**config.mk**
```make
export PLATFORM = sky130hd
export DESIGN_NAME = debounced_button_pio
export DESIGN_NICKNAME = d
export VERILOG_FILES = /design/src/rtl/debounced_button_pio.sv
export SDC_FILE = /design/constraint.sdc
export NUM_CORES = 1
export LEC_CHECK = 0
export ABC_AREA = 0
export CORE_MARGIN = 8
export CORE_UTILIZATION = 35
export DETAILED_ROUTE_END_ITERATION = 16
export PLACE_DENSITY_LB_ADDON = 0.2
export SYNTH_ARGS = -nofsm -noshare
export SYNTH_HDL_FRONTEND = slang
export SYNTH_SLANG_ARGS = --single-unit
```
**constraint.sdc**
```tcl
create_clock -name clk_clk -period 2.05 [get_ports clk_clk]
set_input_delay 0.41 -clock clk_clk [delete_from_list [all_inputs] [get_ports clk_clk]]
set_output_delay 0.41 -clock clk_clk [all_outputs]
set_load 0.02 [all_outputs]
```
**src/rtl/debounced_button_pio.sv**
```systemverilog
// debounced_button_pio
//   Avalon-MM input PIO for push buttons. Each of WIDTH channels has a 2-flop
//   synchroniser and a counter debouncer. Press and/or release edges are
//   captured per channel, and a maskable level interrupt is raised.
//
// Ports
//   clk_clk            system clock, all state on the rising edge
//   reset_reset_n      asynchronous active-low reset
//   s_address[1:0]     register word address
//   s_read, s_write    access strobes
//   s_writedata[31:0]  write data
//   s_readdata[31:0]   registered read data, valid one edge after s_read
//   irq                registered level interrupt
//   pushbuttons_export raw asynchronous button pins
//
// Register map
//   0 DATA         RO    debounced pressed state
//   1 IRQ_MASK     RW    WIDTH bits
//   2 EDGE_CAPTURE RO/W1C WIDTH bits
//   3 MODE         RW    bit0 capture press, bit1 capture release
//
// Bus handshake: there is no valid/ready pair. s_read or s_write high at a
// rising edge is a complete transfer; the slave never stalls. A read returns
// its data on s_readdata after that edge and holds it until the next read.
// If read and write hit the same edge, the read sees the pre-write value.
module debounced_button_pio #(
  parameter int WIDTH           = 4,
  parameter int DEBOUNCE_CYCLES = 50000,
  parameter int ACTIVE_LOW      = 1
) (
  input  logic             clk_clk,
  input  logic             reset_reset_n,
  input  logic [1:0]       s_address,
  input  logic             s_read,
  input  logic             s_write,
  input  logic [31:0]      s_writedata,
  output logic [31:0]      s_readdata,
  output logic             irq,
  input  logic [WIDTH-1:0] pushbuttons_export
);

  localparam int CW = $clog2(DEBOUNCE_CYCLES);
  localparam logic [CW-1:0] CNT_MAX = CW'(DEBOUNCE_CYCLES - 1);
  // Pin level that means "not pressed"; also the synchroniser reset value so
  // the first samples after reset look idle.
  localparam logic [WIDTH-1:0] IDLE_PIN = (ACTIVE_LOW != 0) ? {WIDTH{1'b1}} : {WIDTH{1'b0}};

  logic [WIDTH-1:0] r_sync1;
  logic [WIDTH-1:0] r_sync2;
  logic [WIDTH-1:0] r_stable;
  logic [CW-1:0]    r_cnt [WIDTH];
  logic [WIDTH-1:0] r_mask;
  logic [WIDTH-1:0] r_cap;
  logic [1:0]       r_mode;
  logic [31:0]      r_readdata;
  logic             r_irq;

  logic [WIDTH-1:0] w_pressed;
  logic [WIDTH-1:0] w_accept;
  logic [WIDTH-1:0] w_set;
  logic [WIDTH-1:0] w_clr;
  logic             w_wr_mask;
  logic             w_wr_cap;
  logic             w_wr_mode;
  logic [31:0]      w_rd_mux;
  logic             w_unused_wdata;

  assign w_pressed = r_sync2 ^ IDLE_PIN;

  // A channel accepts its new level on the cycle its counter has reached
  // DEBOUNCE_CYCLES-1 while still differing from the stable level.
  always_comb begin
    w_accept = '0;
    for (int i = 0; i < WIDTH; i++) begin
      w_accept[i] = (w_pressed[i] != r_stable[i]) && (r_cnt[i] == CNT_MAX);
    end
  end

  assign w_set = (w_accept &  w_pressed & {WIDTH{r_mode[0]}})
               | (w_accept & ~w_pressed & {WIDTH{r_mode[1]}});

  assign w_wr_mask = s_write && (s_address == 2'd1);
  assign w_wr_cap  = s_write && (s_address == 2'd2);
  assign w_wr_mode = s_write && (s_address == 2'd3);
  assign w_clr     = w_wr_cap ? s_writedata[WIDTH-1:0] : '0;

  // Upper write-data bits are architecturally ignored.
  assign w_unused_wdata = ^s_writedata;

  always_comb begin
    w_rd_mux = 32'd0;
    case (s_address)
      2'd0:    w_rd_mux = 32'(r_stable);
      2'd1:    w_rd_mux = 32'(r_mask);
      2'd2:    w_rd_mux = 32'(r_cap);
      default: w_rd_mux = {30'd0, r_mode};
    endcase
  end

  always_ff @(posedge clk_clk or negedge reset_reset_n) begin
    if (!reset_reset_n) begin
      r_sync1 <= IDLE_PIN;
      r_sync2 <= IDLE_PIN;
    end else begin
      r_sync1 <= pushbuttons_export;
      r_sync2 <= r_sync1;
    end
  end

  // Any return to the stable level clears the counter, so a bounce restarts
  // the count from zero.
  always_ff @(posedge clk_clk or negedge reset_reset_n) begin
    if (!reset_reset_n) begin
      r_stable <= '0;
      for (int i = 0; i < WIDTH; i++) r_cnt[i] <= '0;
    end else begin
      for (int i = 0; i < WIDTH; i++) begin
        if (w_pressed[i] == r_stable[i]) begin
          r_cnt[i] <= '0;
        end else if (w_accept[i]) begin
          r_stable[i] <= w_pressed[i];
          r_cnt[i]    <= '0;
        end else begin
          r_cnt[i] <= r_cnt[i] + 1'b1;
        end
      end
    end
  end

  always_ff @(posedge clk_clk or negedge reset_reset_n) begin
    if (!reset_reset_n) begin
      r_mask     <= '0;
      r_cap      <= '0;
      r_mode     <= 2'b01;
      r_readdata <= 32'd0;
      r_irq      <= 1'b0;
    end else begin
      if (w_wr_mask) r_mask <= s_writedata[WIDTH-1:0];
      if (w_wr_mode) r_mode <= s_writedata[1:0];
      // Set is OR-ed after the clear so a same-cycle event keeps the bit.
      r_cap <= (r_cap & ~w_clr) | w_set;
      if (s_read) r_readdata <= w_rd_mux;
      r_irq <= |(r_cap & r_mask);
    end
  end

  assign s_readdata = r_readdata;
  assign irq        = r_irq;

endmodule

```
==> results by group <==
Layout
  – Nets: between 500 and 600
  – Area Growth Syn to Fin: 14.5%
  – Ant diodes: 0
  – # fillers: between 1000 and 1500
  – Post-route cell area: 5110 um^2
  – Share of layout cells above drive strength 1: 0.0896

Worst setup path
  – Critical path type: flip-flop to primary output
  – Reg2Reg Launch Point: r_cnt[6]$_DFF_PN0_
  – Reg-to-reg critical path endpoint: r_cnt[15]$_DFF_PN0_
  – CP Capture Type: primary output
  – Data arrival time at the worst-slack endpoint: 1.33 ns
  – CP Buf/Inv Count: 1
  – Reg-to-reg slack, setup: just over 0.4 ns
  – Worst Path Required: roughly 1.6 ns
  – Startpoint Class: flip-flop
  – Max incr delay on CP: between 0.6 and 0.7 ns
  – Reg2Reg Depth: 4
  – Worst-path fanout max: 2
  – CP max stage cell: clkdlybuf4s50_1
  – Crit path cell chain: clkdlybuf4s50_1
  – Family with the most delay on the worst path: buffers and inverters

Synthesis
  – Simple logic cell fraction of the synthesized area: 0.233
  – Compound-Gate Fraction of Synth Area: 0.0497
  – EDFF count, synth: 0
  – Post-synthesis cell area: 4460 um^2
  – Mean Syn Cell Area: 10.1 um^2
  – Synth Area in Adders: 0.0112
  – Synth Area in XOR/XNOR: 0.106
  – Commonest register cell after synthesis: dfrtp_1
  – Syn Inst Count: 442
  – Post-synthesis register bit count: just over 90
  – Number of distinct library cells after synthesis: 45
  – Multiplexer area fraction after synthesis: 0.0196
  – Post-synthesis sequential area ratio: 0.513
  – Warnings, synthesis: 0
  – Combinational family with the most area after synthesis: simple AND/OR/NAND/NOR gates
  – Post-synth ARST share: 1.00

Drt
  – DR vias/cell: 4.73
  – Top Layer Used: met4
  – Antenna Nets Post-Route: 0
  – Vias: between 3000 and 4000
  – DR WL met2: 3930 um
  – Drt total wl: 8620 um
  – DRT met1 WL: a little over 4000 um
  – Iteration-0 DRC count of the detailed router: ~170
  – Drt pass-1 iters: 4
  – Wire per inst: 13.2 um
  – Drt drc: 0
  – DR WL met3: 421 um

Pwr
  – Seq pwr share: 0.513
  – Total power: 0.00376 W
  – Leakage: slightly above 2 nW
  – Internal power: 0.00287 W
  – Net Sw Frac: 0.236
  – Power Density: 737 nW/um^2
  – Peak supply drop: 346 uV
  – Switch Pwr: 0.000888 W
  – Gate power share: 0.081
  – Clock network fraction of total power: 0.406

Floorplanning
  – Io pins: 75
  – Core area: 12500 um^2
  – Die Footprint: between 15000 and 20000 um^2
  – Core Rows: 41
  – DIE HEIGHT: 129 um
  – Initial Utilization: 0.356
  – Die width: roughly 130 um

Clock network
  – Sink Count: 91
  – Hold buffer count at CTS: 0
  – H-tree depth: 3
  – CTS max path bufs: 2
  – Num CTS Buffers: 9
  – Skew-Pair Late Insertion Delay: 0.33 ns
  – Worst-path clk slew: 0.06 ns
  – CTS root buf: clkbuf_16
  – TritonCTS clock tree: yes
  – Post-CTS Resized: 0
  – Setup bufs post-CTS: 0

Run status
  – Status: complete, no violations

Timing
  – Clock skew: 0.00474 ns
  – Pins Over Slew Limit: 0
  – Fin. Hold Viols: 0
  – Final min period: approximately 1.7 ns
  – Fmax: 574 MHz
  – Setup violators final: 0
  – RSZ-0062 raised after global routing: false
  – Total negative slack: 0 ns
  – Slack of the critical path: 0.309 ns
  – Tcrit/Tclk final: 0.850

Worst hold path
  – HP Class: input port to async pin

Place
  – Dpl hpwl: between 6000 and 7000 um
  – Place WS: 0.116 ns
  – Placed Instance Area: 4830 um^2
  – RD Place Congestion: 0.805
  – Port Buf Inserts: 18

Global route
  – Antenna violations before repair: 0
  – Tot GR Track Use: 0.112
  – Vias in the first global route: 3089
  – First-pass GRT wire length: 14900 um
  – Pin count of the biggest net entering global routing: 35
  – Total global routing overflow: 0

Flow run
  – Max Cap Viol: 0
-- cell families after synthesis --
family	Yosys count
compound gates	39
xor+xnor	54
fa+ha+maj	4
buf+inv	49
flops	91
mux	6
other cells	1
simple gates	198
-- state kept, by name, summed over array words and instances, names as in the netlist --
register,cells
r_cap,4
r_stable,4
irq,1
s_readdata,4
r_sync1,4
r_mode,2
r_cnt,64
r_sync2,4
r_mask,4
-- metrics by stage --
stage | cells | utilization | hold slack, ns
global route | 652 | 0.408 | 0.0542
finish | 652 | 0.408 | 0.0233
CTS | 652 | 0.408 | 0.0326
global placement | 636 | 0.386 | 0.347
detailed placement | 636 | 0.386 | 0.347
floorplan | 469 | - | 0.114
-- synthesized netlist by cell type, drive strengths merged (2+ instances only) --
cell type / instances / area, um^2
dfstp: 9 / 236
nor2: 70 / 263
inv: 15 / 56.3
or3: 2 / 12.5
or4: 3 / 26.3
a21oi: 9 / 48.8
buf: 33 / 238
nand2: 27 / 101
nand4: 15 / 109
xor2: 10 / 87.6
ha: 4 / 50.1
nor3: 11 / 55.1
dfrtp: 82 / 2050
and3: 7 / 43.8
mux4: 2 / 45.0
nor4: 15 / 93.8
or2: 2 / 12.5
nor3b: 3 / 22.5
o21ai: 20 / 100
nor4bb: 8 / 80.1
nor4b: 4 / 35.0
o31ai: 3 / 22.5
a31oi: 3 / 18.8
mux2: 2 / 22.5
nand3: 23 / 120
a22oi: 3 / 22.5
mux2i: 2 / 20.0
xnor2: 44 / 385
nand4b: 2 / 17.5
-- worst max-delay path by stage --
stage                                          from                         to  cells past startpoint
after floorplan                  r_cnt[0]$_DFF_PN0_        r_cnt[13]$_DFF_PN0_                      6
final                     s_readdata[0]$_DFFE_PN0P_              s_readdata[0]                      1
after detailed placement               s_address[1]  s_readdata[1]$_DFFE_PN0P_                      3
after global routing      s_readdata[0]$_DFFE_PN0P_              s_readdata[0]                      1
after CTS                 s_readdata[0]$_DFFE_PN0P_              s_readdata[0]                      1
after global placement                 s_address[1]  s_readdata[1]$_DFFE_PN0P_                      3
-- final cells by class --
cell class                 instances  area (um^2)  area share
clock buffer                      14          264      0.0517
sequential                        91         2290       0.448
multi-input combinational        329         1970       0.387
clock inverter                     2         10.0     0.00196
timing repair buffer              29          298      0.0583
tap                              172          215      0.0421
inverter                          15         56.3      0.0110
-- power by group through the flow --
| stage | sequential, W | clock [W] | combinational (W) |
|---|---|---|---|
| 2_1_floorplan | 0.00196 | 0 | 0.000192 |
| 4_1_cts | 0.00193 | 0.00159 | 0.000310 |
| 3_3_place_gp | 0.00196 | 0 | 0.000303 |
| 5_1_grt | 0.00194 | 0.00166 | 0.000341 |
| 6_report | 0.00193 | 0.00153 | 0.000304 |
| 3_5_place_dp | 0.00196 | 0 | 0.000308 |
-- per-layer routing --
| layer | GRT usage | up-vias |
|---|---|---|
| met1 | 0.144 | 1483 |
| met4 | 0.0525 | 0 |
| met5 | 0 | - |
| li1 | - | 1546 |
| met3 | 0.0277 | 9 |
| met2 | 0.173 | 46 |
-- cell usage in the layout (no fill, tap or decap), types with 2 or more instances in the layout --
cell and count:
dfrtp_1 82, nor2_1 70, xnor2_1 44, conb_1 28, nand2_1 27, nand3_1 22
o21ai_0 19, clkdlybuf4s50_1 17, nor4_1 15, inv_1 15, nand4_1 14, nor3_1 11
xor2_1 10, clkbuf_16 9, buf_4 9, dfstp_2 9, nor4bb_1 8, a21oi_1 8
and3_1 7, nor4b_1 4, ha_1 4, o31ai_1 3, nor3b_1 3, a31oi_1 3
a22oi_1 3, clkbuf_1 3, buf_12 3, or4_1 2, or3_1 2, nand4b_1 2
mux2i_1 2, mux4_2 2, mux2_2 2, clkbuf_8 2, clkinv_2 2
Power figures use the tool's default switching activity.
